==> src/rtl/mask_row_sequencer.sv <==
// Coded-exposure mask row sequencer: streams WORDS_PER_ROW mask words per row,
// then presents the row address and pulses row_latch, for every row of every subframe.
module mask_row_sequencer #(
   parameter int NUM_ROWS      = 320,
   parameter int ROW_W         = 10,
   parameter int WORDS_PER_ROW = 20,
   parameter int LATCH_CYC     = 4
) (
   input  logic             clk,
   input  logic             rst_n,
   input  logic             start,
   input  logic             abort,
   input  logic [7:0]       cfg_num_subframes,
   input  logic [15:0]      mask_data,
   input  logic             mask_valid,
   output logic             mask_ready,
   output logic [16:1]      mSTREAM,
   output logic             mstream_en,
   output logic [ROW_W-1:0] ROWADD,
   output logic             row_latch,
   output logic             busy,
   output logic             done
);

   localparam int WORD_W = (WORDS_PER_ROW > 1) ? $clog2(WORDS_PER_ROW) : 1;
   localparam int LAT_W  = $clog2(LATCH_CYC + 1);

   typedef enum logic [1:0] {IDLE, LOAD, LATCH, DONE} state_t;

   state_t            state, next_state;
   logic [WORD_W-1:0] word_cnt;
   logic [ROW_W-1:0]  row_cnt;
   logic [7:0]        sub_cnt;
   logic [7:0]        cfg_q;
   logic [LAT_W-1:0]  lat_cnt;

   logic accept, word_last, row_last, sub_last, lat_last;
   logic mask_ready_d, row_latch_d, busy_d, done_d;

   // abort blocks the handshake even though mask_ready is still shown high that cycle
   assign accept    = mask_valid & mask_ready & ~abort;
   assign word_last = (word_cnt == WORD_W'(WORDS_PER_ROW - 1));
   assign row_last  = (row_cnt == ROW_W'(NUM_ROWS - 1));
   assign sub_last  = (sub_cnt == cfg_q - 8'd1);
   assign lat_last  = (lat_cnt == LAT_W'(LATCH_CYC));

   // NOTE: sequential state uses non-blocking assignments so every flop samples pre-edge values.
   always_ff @(posedge clk or negedge rst_n) begin
      if (!rst_n) state <= IDLE;
      else        state <= next_state;
   end

   // NOTE: every combinational output gets a default first, so no path infers a latch.
   always_comb begin
      next_state = state;
      if (abort) begin
         next_state = IDLE;
      end else begin
         unique case (state)
            IDLE:  if (start) next_state = LOAD;
            LOAD:  if (accept && word_last) next_state = LATCH;
            LATCH: if (lat_last) next_state = (row_last && sub_last) ? DONE : LOAD;
            DONE:  next_state = IDLE;
            default: next_state = IDLE;
         endcase
      end
   end

   // Outputs are decoded from the next state and registered below.
   always_comb begin
      mask_ready_d = (next_state == LOAD);
      busy_d       = (next_state != IDLE);
      done_d       = (next_state == DONE);
      // First LATCH cycle is address setup; high only while staying in LATCH.
      row_latch_d  = (state == LATCH) && (next_state == LATCH);
   end

   always_ff @(posedge clk or negedge rst_n) begin
      if (!rst_n) begin
         mask_ready <= 1'b0;
         mSTREAM    <= '0;
         mstream_en <= 1'b0;
         ROWADD     <= '0;
         row_latch  <= 1'b0;
         busy       <= 1'b0;
         done       <= 1'b0;
         word_cnt   <= '0;
         row_cnt    <= '0;
         sub_cnt    <= '0;
         cfg_q      <= '0;
         lat_cnt    <= '0;
      end else begin
         mask_ready <= mask_ready_d;
         mstream_en <= accept;
         row_latch  <= row_latch_d;
         busy       <= busy_d;
         done       <= done_d;
         lat_cnt    <= row_latch_d ? lat_cnt + LAT_W'(1) : '0;

         if (state == IDLE) begin
            word_cnt <= '0;
            row_cnt  <= '0;
            sub_cnt  <= '0;
            if (start && !abort)
               cfg_q <= (cfg_num_subframes == 8'd0) ? 8'd1 : cfg_num_subframes;
         end

         if (accept) begin
            mSTREAM  <= mask_data;
            word_cnt <= word_last ? '0 : word_cnt + WORD_W'(1);
            if (word_last) ROWADD <= row_cnt;
         end

         if (state == LATCH && lat_last && !abort) begin
            if (!row_last) begin
               row_cnt <= row_cnt + ROW_W'(1);
            end else if (!sub_last) begin
               sub_cnt <= sub_cnt + 8'd1;
               row_cnt <= '0;
            end
         end
      end
   end

endmodule

==> config.mk <==
export PLATFORM = sky130hd
export DESIGN_NAME = mask_row_sequencer
export DESIGN_NICKNAME = d
export VERILOG_FILES = /design/src/rtl/mask_row_sequencer.sv
export SDC_FILE = /design/constraint.sdc
export NUM_CORES = 1
export LEC_CHECK = 0
export ABC_AREA = 1
export CORE_UTILIZATION = 57
export DETAILED_ROUTE_END_ITERATION = 12
export GPL_ROUTABILITY_DRIVEN = 0
export PLACE_DENSITY = 0.85
export SLEW_MARGIN = 40
export SYNTH_ARGS = -nofsm -noshare
export SYNTH_HDL_FRONTEND = slang
export SYNTH_SLANG_ARGS = --single-unit
==> constraint.sdc <==
create_clock -name clk -period 6 [get_ports clk]
set_clock_uncertainty 0.1 [all_clocks]
set_input_delay 0.6 -clock clk [delete_from_list [all_inputs] [get_ports clk]]
set_output_delay 0.6 -clock clk [all_outputs]
set_load 0.01 [all_outputs]
## After elaboration in Yosys (flattened, before gate mapping)

Index checks and enable logic that the tools add are counted.

- Register bits after elaboration: 67
- Bits of input ports: 29
- Output and inout bits: 31
- Logic and storage cells: 63

- Add/subtract/negate cells: 5
- Eq/ne operators: 10
- Muxes and demuxes: 19
- Bitwise gates (word level): 3
- Reductions and logical operators: 13

Operators with widths:

| kind | number |
|---|---|
| 10-bit two-way mux | 4 |
| 8-bit two-way mux | 5 |
| 5-bit two-way mux | 3 |
| 10-bit by 1-bit adder with 10-bit output (second input constant) | 1 |
| 10-bit by 9-bit == test with 1-bit output (second input constant) | 1 |
| 2-bit two-way mux | 5 |
| 8-bit by 1-bit adder with 8-bit output (second input constant) | 1 |
| 2-bit == test (second input constant) | 4 |
| 8-bit == test | 1 |
| 8-bit zero test | 1 |
| 2-bit one-hot mux with 4 select lines | 1 |
| 8-bit by 1-bit subtractor with 8-bit output (second input constant) | 1 |
| 1-bit logical AND | 6 |
| 5-bit by 1-bit adder with 5-bit output (second input constant) | 1 |
| 5-bit == test (second input constant) | 1 |
| 2-bit by 1-bit == test with 1-bit output (second input constant) | 2 |
| 2-bit AND reduction | 2 |
| 2-bit nonzero test | 2 |
| 3-bit by 1-bit adder with 3-bit output (second input constant) | 1 |
| 3-bit == test (second input constant) | 1 |
| 3-bit two-way mux | 1 |
| 1-bit bitwise AND | 2 |
| 2-bit zero test | 1 |
| 1-bit zero test | 1 |
| 1-bit inverter | 1 |

## Logic depth before layout (Yosys ltp)

Gate-level depths: netlist (run 1).

- Depth after elaboration: 10
- Gate-level depth with buffers: 16
- Gate-level depth less buffers: 16

## Least setup slack after synthesis (run 1)

OpenSTA, ideal clock, no wires.

- Kind: register to register
- From: register cfg_q[0]
- To: register sub_cnt[6]
- Library setup time: 0.074 ns
- Arrival: 1.703 ns
- Data required time: 5.826 ns
- Setup slack: 4.123 ns
- Stages on the path, launching flop included: 14
- Path buffers: 1
- Clock period less this slack: 1.877 ns
- Cell sequence: dfrtp_1 -> inv_1 -> ha_1 -> nand2_2 -> nor2_2 -> nand2_1 -> nand3_1 -> nand3_1 -> nor2_1 -> nand3_2 -> nand2_2 -> buf_6 -> nand3_2 -> o21ai_2

- Longest elaborated chain between the ends: 5

RTL lines:

| item | line | RTL |
|---|---|---|
| start, declared | 34 | `logic [7:0] cfg_q;` |
| start signal, assigned | 105 | `cfg_q <= (cfg_num_subframes == 8'd0) ? 8'd1 : cfg_num_subframes;` |
| 8-bit by 1-bit subtractor with 8-bit output | 44 | `assign sub_last = (sub_cnt == cfg_q - 8'd1);` |
| 8-bit == test | 44 |  |
| 8-bit two-way mux | 117 | `end else if (!sub_last) begin` |
| 8-bit two-way mux | 115 | `if (!row_last) begin` |
| 8-bit two-way mux | 114 | `if (state == LATCH && lat_last && !abort) begin` |
| end signal, assigned | 118 | `sub_cnt <= sub_cnt + 8'd1;` |
| end, declared | 33 | `logic [7:0] sub_cnt;` |

No other way between the ends.
A chain may end at the register's enable or synchronous reset.

## Worst setup path in the final report (run 1)

- From: input port abort
- To: register lat_cnt[2]

- Longest elaborated chain between the ends: 9

RTL lines:

| item | line | RTL |
|---|---|---|
| start, declared | 12 | `input logic abort,` |
| 1-bit inverter | 41 | `assign accept = mask_valid & mask_ready & ~abort;` |
| 1-bit bitwise AND | 41 |  |
| 1-bit logical AND | 61 | `LOAD: if (accept && word_last) next_state = LATCH;` |
| 2-bit two-way mux | 61 |  |
| 2-bit one-hot mux with 4 select lines | 59 | `unique case (state)` |
| 2-bit two-way mux (*) | 56 | `if (abort) begin` |
| net next_state[0] | 30 | `state_t state, next_state;` |
| 2-bit == test (*) | 75 | `row_latch_d = (state == LATCH) && (next_state == LATCH);` |
| 1-bit logical AND (*) | 75 |  |
| 3-bit two-way mux (*) | 98 | `lat_cnt <= row_latch_d ? lat_cnt + LAT_W'(1) : '0;` |
| end signal, assigned | 98 |  |
| end, declared | 35 | `logic [LAT_W-1:0] lat_cnt;` |

The timed path passes the listed nets; every way through them passes the cells marked *.

==> run metrics, run 1 <==
library cell with the largest summed area after synthesis sky130_fd_sc_hd__dfrtp_1; reg2reg path depth 8; number of buffers added by the clock tree synthesis step 9; crit path time final between 3000 and 4000 ps; initial antenna violation count 0; Compound-Gate Fraction of Synth Area 6.36%; post-synthesis async set-or-reset flop share 100%; area of the multi-input gates 1490 um^2; CTS HTree Levels 3; uppermost metal layer occupied by signal nets met4; hpwl dp around 5300 um; setup ws final ~2600 ps; slowest library cell on the worst path sky130_fd_sc_hd__inv_1; insertion delay to the later sink of the worst-skew pair roughly 350 ps; CTS tree done; final-stage net count 500; wire length the detailed router placed on met1 around 3400 um; final setup vio count 0; Area contributors post-synth sky130_fd_sc_hd__dfrtp_1, sky130_fd_sc_hd__nand2_1, sky130_fd_sc_hd__inv_1; Power, Total between 1 and 1.5 mW; IR drop worst, VDD 0.183 mV; vias in the first global route roughly 2900; clock network fraction of design power roughly 36%; wire length of the first global-routing pass 13000 um; maximum buffer depth of the clock tree 2; Power Density roughly 270 nW/um^2; Slew Limit Headroom 50.4%; Tightest Pin Transition approximately 740 ps; die area 6290 um^2; cell repeated most along the worst path sky130_fd_sc_hd__inv_1; count of placed standard cells including taps ~530; Largest delay share family, worst path buffers and inverters; Crit path buffers/inverters 4; Worst Setup Start Kind primary input; leakage between 2 and 2.5 nW; Sw Ratio between 20% and 30%; Die Width ~80 um; setup tns final 0 ps; combinational power share between 10% and 20%; depth of the critical timing path with buffers and inverters included 10; most used standard cells in the synthesized netlist sky130_fd_sc_hd__nand2_1, sky130_fd_sc_hd__dfrtp_1, sky130_fd_sc_hd__inv_1; Routed WL 7730 um; r2r setup slk 3150 ps; reported max-cap violation count 0; flops & latches, synth 67; Post-Place Worst Slack 2300 ps; Area growth syn-to-layout 25.2%; reg2reg end lat_cnt[2]; Vert. Die Dim 79.3 um; RSZ-0062 raised after global routing false; summed instance area of the synthesized netlist between 3000 and 4000 um^2; wire length per cell after detailed routing roughly 14 um; run status finished clean; vias per std cell approximately 5.4; final period utilization between 50% and 60%; site row count 27; Critical Path, Cell by Cell clkdlybuf4s50_1, inv_1, nand3_1, inv_1, nand2_2, nand2_1, a31oi_1, nand2_1, inv_1, nor3_1; count of distinct cell types in the synthesized netlist 31; Yosys top cell area share 49.2%; xor-xnor portion of the synthesized cell area 5.91%; most frequent cell after synthesis sky130_fd_sc_hd__nand2_1; layout cell share with drive strength beyond 1 10.4%; number of standard cells in the final layout excluding fillers 542; main combinational cell family by area after synthesis simple AND/OR/NAND/NOR gates; worst min-delay path class primary input to async pin; Arr. time, crit path approximately 3600 ps; syn nets about 440; CTS resizes 0; Reg2Reg Launch Point mask_ready; CP Class primary input to register; sequential power share 45.8%; placed instance area between 4000 and 5000 um^2; antenna diode instance count 0; max incr delay on CP roughly 690 ps; total met2 wirelength after detailed routing 3790 um; Seq. cell area around 1700 um^2; starting utilization of the core area about 60%; area inside the core boundary 5640 um^2; count of flip-flops with a built-in enable after synthesis 0; Critical Path RT 6150 ps; highest clock rate roughly 300 MHz; number of filler cells placed in the layout roughly 380; Critical Path Fanout Max 22; most used flip-flop cell after synthesis sky130_fd_sc_hd__dfrtp_1; Seq/Total Area, Yosys about 49%; DRC marker count from the first detailed-route iteration 225; Post-route DRC 0; largest net degree at the start of global routing 68; mux contribution to synthesized area approximately 1.7%; post-synthesis share of cell area spent on full adders, half adders and majority gates roughly 2.2%; critical path capture point type register; number of hold-slack violations in the final timing report 0; internal power ~0.82 mW; number of buffers inserted by hold repair at cts 0; first element of the critical path abort; end point of the critical path lat_cnt[2]; Post-Synthesis Mean Instance Area 8.43 um^2; post-CTS clock slew at the launch and capture registers of the worst setup and hold paths ~70 ps; post-route cell area between 4000 and 5000 um^2; overall via count from detail_route between 2000 and 3000; pins over their slew limit 0; count of nets left with antenna violations after detail routing 0; buffer type at the clock tree root sky130_fd_sc_hd__clkbuf_8; total number of clock tree sinks between 60 and 70; switching power summed over all nets ~0.32 mW; post-CTS repair timing setup buffer count 0; port buffer count about 60; worst hold slack after final layout between 200 and 250 ps; post-synthesis cell count 404; drt pass-1 iters 4; Post-Route Utilization between 70% and 80%; number of primary I/O pins 60; number of synthesis warnings 0; total global routing track utilization a little over a quarter; post-synthesis share of cell area spent on and, or, nand and nor gates around 28%; length of routed met3 wiring a little over 400 um; overall overflow remaining after global route 0
power groups by stage:
stage	clock network [mW]	registers (mW)	logic, mW
final	0.415	0.521	0.202
after floorplan	0	0.532	0.0949
after CTS	0.419	0.520	0.202
after global placement	0	0.527	0.191
after global routing	0.434	0.525	0.224
after detailed placement	0	0.527	0.200
layout make-up:
type / count / area share, %
clock buffer: 10 / 2.99
clock inverter: 6 / 2.11
inverter: 50 / 4.40
multi-input combinational: 277 / 35.0
sequential: 67 / 39.3
tap: 72 / 2.11
timing repair buffer: 60 / 14.0
cells by family after synthesis:
family	count (synthesis)
AND/OR/NAND/NOR	207
adder cells (fa/ha/maj)	6
buffers and inverters	60
multiplexers	5
AO/OA/AOI/OAI	36
XOR/XNOR	23
flip-flops	67
registers in the layout, summed over array words and instances, names as in the netlist:
| name | count |
|---|---|
| ROWADD | 10 |
| cfg_q | 8 |
| done | 1 |
| state | 2 |
| mSTREAM | 16 |
| sub_cnt | 8 |
| mask_ready | 1 |
| row_cnt | 10 |
| mstream_en | 1 |
| lat_cnt | 3 |
| row_latch | 1 |
| busy | 1 |
| word_cnt | 5 |
metal layers:
layer,GRT usage [%],vias up
met1,34.6,1402
met5,0,-
met4,13.6,0
li1,-,1410
met2,44.7,111
met3,5.06,17
placed cells by master (no fill, tap or decap), types with 2 or more instances in the layout:
cell / n
sky130_fd_sc_hd__dfrtp_1: 67
sky130_fd_sc_hd__clkinv_4: 2
sky130_fd_sc_hd__nor2_2: 4
sky130_fd_sc_hd__nand3_1: 30
sky130_fd_sc_hd__inv_2: 2
sky130_fd_sc_hd__o22ai_1: 2
sky130_fd_sc_hd__nor2_1: 23
sky130_fd_sc_hd__nand2_1: 118
sky130_fd_sc_hd__a21oi_1: 4
sky130_fd_sc_hd__nand2_2: 5
sky130_fd_sc_hd__o31ai_1: 2
sky130_fd_sc_hd__xor2_1: 16
sky130_fd_sc_hd__nor3_1: 10
sky130_fd_sc_hd__o21ai_0: 20
sky130_fd_sc_hd__xnor2_1: 7
sky130_fd_sc_hd__inv_1: 48
sky130_fd_sc_hd__ha_1: 6
sky130_fd_sc_hd__o21ai_2: 6
sky130_fd_sc_hd__clkbuf_8: 9
sky130_fd_sc_hd__nor4_1: 3
sky130_fd_sc_hd__nand3_2: 6
sky130_fd_sc_hd__nand4_1: 4
sky130_fd_sc_hd__bufinv_16: 2
sky130_fd_sc_hd__clkdlybuf4s50_1: 58
sky130_fd_sc_hd__mux2_2: 5
how the worst min path moves through the flow:
stage          slack [ps]       start     endpoint
6_report              230       rst_n     cfg_q[3]
5_1_grt               300       rst_n     cfg_q[4]
4_1_cts               360       rst_n  mSTREAM[12]
3_5_place_dp          370  mSTREAM[9]   mSTREAM[9]
3_3_place_gp          360  lat_cnt[0]   lat_cnt[0]
2_1_floorplan         200       rst_n    ROWADD[0]
No activity file was read; power rests on OpenSTA's default activity.
==> run 2: changes to the inputs <==
--- a/config.mk
+++ b/config.mk
@@ -6,10 +6,10 @@
 export NUM_CORES = 1
 export LEC_CHECK = 0
 export ABC_AREA = 1
-export CORE_UTILIZATION = 57
+export CORE_UTILIZATION = 53
 export DETAILED_ROUTE_END_ITERATION = 12
 export GPL_ROUTABILITY_DRIVEN = 0
-export PLACE_DENSITY = 0.85
+export PLACE_DENSITY = 0.8
 export SLEW_MARGIN = 40
 export SYNTH_ARGS = -nofsm -noshare
 export SYNTH_HDL_FRONTEND = slang
==> constraint.sdc (replaced) <==
create_clock -name clk -period 3.57 [get_ports clk]
set_clock_uncertainty 0.1 [all_clocks]
set_input_delay 0.357 -clock clk [delete_from_list [all_inputs] [get_ports clk]]
set_output_delay 0.357 -clock clk [all_outputs]
set_load 0.01 [all_outputs]
==> run metrics, run 2 (same netlist as run 1, synthesis figures left out) <==
Worst Setup Start Kind register; site row count 28 (+3.7%); initial antenna violation count 0 (unchanged); top flop regs mSTREAM x16, ROWADD x10, row_cnt x10; Post-route DRC 0 (unchanged); Critical Path RT 3740 ps (-2410 ps); final-stage net count 503 (+0.60%); Power, Total 1.82 mW (+60%); wire length of the first global-routing pass 12100 um (-7.5%); reg2reg end sub_cnt[3]; reported max-cap violation count 0 (unchanged); worst min-delay path class register to register; count of nets left with antenna violations after detail routing 0 (unchanged); pins over their slew limit 0 (unchanged); r2r setup slk 1320 ps (-1830 ps); starting utilization of the core area 56.2% (-4.2 points); overall via count from detail_route 2794 (-5.0%); peak-usage layer in the global routing report met2; highest clock rate between 400 and 500 MHz; layout cell share with drive strength beyond 1 11.0% (+0.57 points); reg2reg path depth 12 (+4); critical path capture point type register; hpwl dp 5060 um (-3.7%); GR Layer Usage met2 37.9% (-6.8 points); routing usage on met1 31.8% (-2.7 points); drt pass-1 iters 4 (unchanged); end point of the critical path sub_cnt[3]; Area growth syn-to-layout 25.2% (unchanged); Routed WL 6950 um (-10%); wire length per cell after detailed routing 12.7 um (-11%); number of primary I/O pins 60 (unchanged); Critical Path Fanout Max 13 (-41%); post-CTS repair timing setup buffer count 0 (unchanged); most frequent cells in the layout sky130_fd_sc_hd__nand2_1, sky130_fd_sc_hd__dfrtp_1, sky130_fd_sc_hd__clkdlybuf4s50_1, sky130_fd_sc_hd__inv_1, sky130_fd_sc_hd__nand3_1; Arr. time, crit path 2420 ps (-1140 ps); leakage 2.00 nW (about the same); vias in the first global route 2725 (-5.3%); met3 track utilization from global routing 4.73% (-0.33 points); Top reg by flops mSTREAM; DRC marker count from the first detailed-route iteration 197 (-12%); number of hold-slack violations in the final timing report 0 (unchanged); port buffer count 59 (unchanged); Slew Limit Headroom 48.3% (-2.1 points); number of filler cells placed in the layout 474 (+26%); total global routing track utilization 24.0% (-3.3 points); Tightest Pin Transition 774 ps (+30.8 ps); Vert. Die Dim 82.2 um (+3.6%); Die Width 82.2 um (+3.6%); post-CTS clock slew at the launch and capture registers of the worst setup and hold paths 70 ps (about the same); flip-flop count of the largest register, all copies and words added 16 (unchanged); final period utilization a little over three fifths; Reg2Reg Launch Point cfg_q[0]; vias per std cell 5.10 (-6.0%); die area 6750 um^2 (+7.3%); IR drop worst, VDD 0.309 mV (+69%); worst hold slack after final layout 375 ps (+145 ps); crit path time final 2250 ps; area inside the core boundary 6060 um^2 (+7.4%); buffer type at the clock tree root sky130_fd_sc_hd__clkbuf_8; Power Density 426 nW/um^2 (+60%); CP Class register to register; CTS tree done; setup tns final 0 ps (unchanged); overall overflow remaining after global route 0 (unchanged); maximum buffer depth of the clock tree 2 (unchanged); CTS HTree Levels 3 (unchanged); total number of clock tree sinks 67 (unchanged); RSZ-0062 raised after global routing false; antenna diode instance count 0 (unchanged); insertion delay to the later sink of the worst-skew pair 350 ps (about the same); run status finished clean; number of buffers added by the clock tree synthesis step 9 (unchanged); largest net degree at the start of global routing 43 (-37%); leading cell type in the layout, fill and taps excluded sky130_fd_sc_hd__nand2_1; first element of the critical path cfg_q[0]; CTS resizes 0 (unchanged); final setup vio count 0 (unchanged)
run 2: cell count changes in the layout (fill, tap and decap cells not counted), sizes merged:
cell	delta
clkbuf	-1
bufinv	-1
dlygate4sd3	+1
clkinvlp	+1
clkinv	+1
buf	+2
run 2: final cells by class:
class	instances	area (um^2)	share of cell area [%]
Clock inverter	7	68.8	1.61
Inverter	50	188	4.40
Multi-Input combinational cell	277	1490	35.0
Clock buffer	9	124	2.91
Sequential cell	67	1680	39.3
Tap cell	75	93.8	2.20
Timing Repair Buffer	63	618	14.5
run 2: worst min path at each step:
stage                      end  cells after the start       start
finish              lat_cnt[0]                      1  lat_cnt[0]
global route        lat_cnt[0]                      1  lat_cnt[0]
CTS                 lat_cnt[0]                      1  lat_cnt[0]
detailed placement    cfg_q[4]                      1       rst_n
global placement      cfg_q[3]                      1       rst_n
floorplan            ROWADD[0]                      0       rst_n
run 2: stage by stage:
step	std cells	instance area (um^2)	setup slack (ps)	utilization, %
finish	548	4260	1320	70.3
global route	548	4260	1040	70.3
CTS	548	4260	1320	70.3
detailed placement	531	4060	987	67.0
global placement	531	4060	1090	67.0
floorplan	404	3410	1690	-
run 2: where the power goes:
group          total [mW]  switching (mW)  internal [mW]
Combinational       0.334           0.168          0.165
Clock               0.612           0.293          0.319
Sequential          0.872          0.0519          0.820
Total                1.82           0.513           1.30
run 2: metal layers:
| metal | vias up | routed length (um) |
|---|---|---|
| li1 | 1415 | - |
| met1 | 1292 | 3360 |
| met2 | 71 | 3150 |
| met3 | 16 | 291 |
| met4 | 0 | 142 |
| met5 | - | 0 |
run 2: worst max-delay path: stages (launching register included):
cell and delay, ps:
sky130_fd_sc_hd__dfrtp_1 390, sky130_fd_sc_hd__inv_1 170, sky130_fd_sc_hd__ha_1 280, sky130_fd_sc_hd__nand2_2 110, sky130_fd_sc_hd__nor2_2 110, sky130_fd_sc_hd__nand2_1 80, sky130_fd_sc_hd__nand3_1 80, sky130_fd_sc_hd__nand3_1 80
sky130_fd_sc_hd__nor2_1 110, sky130_fd_sc_hd__nand3_2 130, sky130_fd_sc_hd__nand2_2 300, sky130_fd_sc_hd__nand3_1 160, sky130_fd_sc_hd__o21ai_2 90
run 2: repair_timing:
| action | in CTS | in global routing |
|---|---|---|
| endpoints found under the hold margin | 25 | 0 |
| setup endpoints to repair | 0 | 0 |
| hold buffers | 1 | 0 |
==> run 3: changes to the inputs <==
--- a/config.mk
+++ b/config.mk
@@ -6,10 +6,10 @@
 export NUM_CORES = 1
 export LEC_CHECK = 0
 export ABC_AREA = 1
-export CORE_UTILIZATION = 53
+export CORE_UTILIZATION = 48
 export DETAILED_ROUTE_END_ITERATION = 12
 export GPL_ROUTABILITY_DRIVEN = 0
-export PLACE_DENSITY = 0.8
+export PLACE_DENSITY = 0.77
 export SLEW_MARGIN = 40
 export SYNTH_ARGS = -nofsm -noshare
 export SYNTH_HDL_FRONTEND = slang
==> constraint.sdc (replaced) <==
create_clock -name clk -period 1.8 [get_ports clk]
set_clock_uncertainty 0.1 [all_clocks]
set_input_delay 0.18 -clock clk [delete_from_list [all_inputs] [get_ports clk]]
set_output_delay 0.18 -clock clk [all_outputs]
set_load 0.01 [all_outputs]
==> run metrics, run 3 (same netlist as run 1, synthesis figures left out) <==
antenna diode instance count 0 (unchanged); highest clock rate 511 MHz (+15%); Post-Place Worst Slack -144 ps (-1130 ps); starting utilization of the core area 49.9% (-6.3 points); number of standard cells in the final layout excluding fillers 615 (+12%); die area 7440 um^2 (+10%); count of nets left with antenna violations after detail routing 0 (unchanged); leakage 2.29 nW (+14%); RSZ-0062 raised after global routing true; top flop regs mSTREAM x16, ROWADD x10, row_cnt x10; layout cell share with drive strength beyond 1 25.2% (+14 points); site row count 30 (+7.1%); run status complete, but fails checks; Post-route DRC 0 (unchanged); number of buffers added by the clock tree synthesis step 9 (unchanged); final setup vio count 18 (+18); critical path capture point type register; total number of clock tree sinks 67 (unchanged); port buffer count 59 (unchanged); reported max-cap violation count 0 (unchanged); drt pass-1 iters 4 (unchanged); maximum buffer depth of the clock tree 2 (unchanged); count of placed standard cells including taps 590 (+11%); overall via count from detail_route 3025 (+8.3%); final-stage net count 549 (+9.1%); most frequent cells in the layout sky130_fd_sc_hd__nand2_1, sky130_fd_sc_hd__dfrtp_1, sky130_fd_sc_hd__clkdlybuf4s50_1, sky130_fd_sc_hd__buf_4, sky130_fd_sc_hd__inv_1; Tightest Pin Transition 472 ps (-302 ps); Top reg by flops mSTREAM; Slew Limit Headroom 68.2% (+20 points); pins over their slew limit 0 (unchanged); post-CTS clock slew at the launch and capture registers of the worst setup and hold paths 80 ps (about the same); wire length per cell after detailed routing 12.9 um (+1.6%); crit path time final 1960 ps (-292 ps); CTS tree done; Arr. time, crit path 2110 ps (-310 ps); worst min-delay path class primary input to async pin; leading cell type in the layout, fill and taps excluded sky130_fd_sc_hd__nand2_1; number of primary I/O pins 60 (unchanged); number of hold-slack violations in the final timing report 0 (unchanged); IR drop worst, VDD 0.708 mV (+130%); total global routing track utilization 23.5% (-0.53 points); DRC marker count from the first detailed-route iteration 106 (-46%); Vert. Die Dim 86.2 um (+5.0%); CTS HTree Levels 3 (unchanged); worst hold slack after final layout 251 ps (-124 ps); Worst Setup Start Kind register; vias in the first global route 3007 (+10%); wire length of the first global-routing pass 13600 um (+12%); initial antenna violation count 0 (unchanged); buffer type at the clock tree root sky130_fd_sc_hd__clkbuf_8; violations in the final reports setup timing; Critical Path RT 1950 ps (-1790 ps); area inside the core boundary 6830 um^2 (+13%); CP Class register to register; hpwl dp 5460 um (+8.0%); setup ws final -158 ps (-1480 ps); Power, Total 3.83 mW (+110%); flip-flop count of the largest register, all copies and words added 16 (unchanged); Routed WL 7920 um (+14%); vias per std cell 4.92 (-3.5%); insertion delay to the later sink of the worst-skew pair 350 ps (about the same); Die Width 86.2 um (+5.0%); final period utilization 109% (+46 points); Power Density 785 nW/um^2 (+84%); post-route cell area 4880 um^2 (+14%); Critical Path Fanout Max 3 (-10); overall overflow remaining after global route 0 (unchanged); Area growth syn-to-layout 43.3%; largest net degree at the start of global routing 44 (+2.3%); placed instance area 4410 um^2 (+8.6%)
run 3: cell count changes in the layout (fill, tap and decap cells not counted), moves of 5 or more:
cell	previous run	this run
sky130_fd_sc_hd__nand2_2	5	12
sky130_fd_sc_hd__nor3_1	10	5
sky130_fd_sc_hd__nand3_1	30	23
sky130_fd_sc_hd__nor2_1	23	17
sky130_fd_sc_hd__nor2_2	4	9
sky130_fd_sc_hd__nand2_1	118	109
sky130_fd_sc_hd__buf_4	3	45
run 3: power breakdown:
part	internal, mW	switching, mW	leakage [nW]
clock	0.658	0.633	0.0973
sequential	1.63	0.0945	0.890
combinational	0.418	0.404	1.31
run 3: per-stage QoR:
step | util, % | setup TNS (ps)
floorplan | - | -14.8
global placement | 64.5 | -921
detailed placement | 64.5 | -1880
CTS | 69.1 | -915
global route | 71.4 | -5460
finish | 71.4 | -1880
run 3: timing repair:
action / in CTS / in global routing
pin swaps: 2 / 10
gates cloned: 0 / 1
hold buffers: 1 / 0
setup endpoints to repair: 23 / 25
hold endpoints to repair: 67 / 0
setup buffers: 3 / 4
gates resized for setup: 23 / 22
run 3: path summary, 6_finish.rpt:
kind,startpoint,to,slack [ps],depth (start not counted)
min in group clk,mask_data[8],mSTREAM[9],250,3
worst max register to register,row_cnt[1],sub_cnt[7],-160,10
worst max-delay path,row_cnt[1],sub_cnt[7],-160,10
worst min-delay path,rst_n,lat_cnt[0],250,3
max in group asynchronous,rst_n,word_cnt[4],1080,3
worst min register to register,mSTREAM[16],mSTREAM[16],380,2
run 3: final cells by class:
type                       count  area [um^2]
clock buffer                   9          124
clock inverter                 7         80.1
fill                         539         1950
inverter                      50          188
multi-input combinational    277         1680
sequential                    67         1680
tap                           96          120
timing repair buffer         109         1010
run 3: per-layer routing:
| metal | track usage [%] | share of wire (%) | up-vias |
|---|---|---|---|
| met3 | 7.33 | 6.2 | 10 |
| met2 | 40.0 | 50 | 79 |
| met4 | 5.15 | 1.1 | 0 |
| met5 | 0 | 0 | - |
| li1 | - | - | 1509 |
| met1 | 29.4 | 43 | 1427 |
run 3: critical path: stages (launching register included):
cell and delay [ps]:
sky130_fd_sc_hd__dfrtp_1 400, sky130_fd_sc_hd__ha_4 170, sky130_fd_sc_hd__nand3_4 90, sky130_fd_sc_hd__nor3_4 200, sky130_fd_sc_hd__nand2_2 90, sky130_fd_sc_hd__buf_6 130
sky130_fd_sc_hd__nor4_4 280, sky130_fd_sc_hd__buf_4 190, sky130_fd_sc_hd__nand4_1 90, sky130_fd_sc_hd__nand2_1 80, sky130_fd_sc_hd__inv_1 30
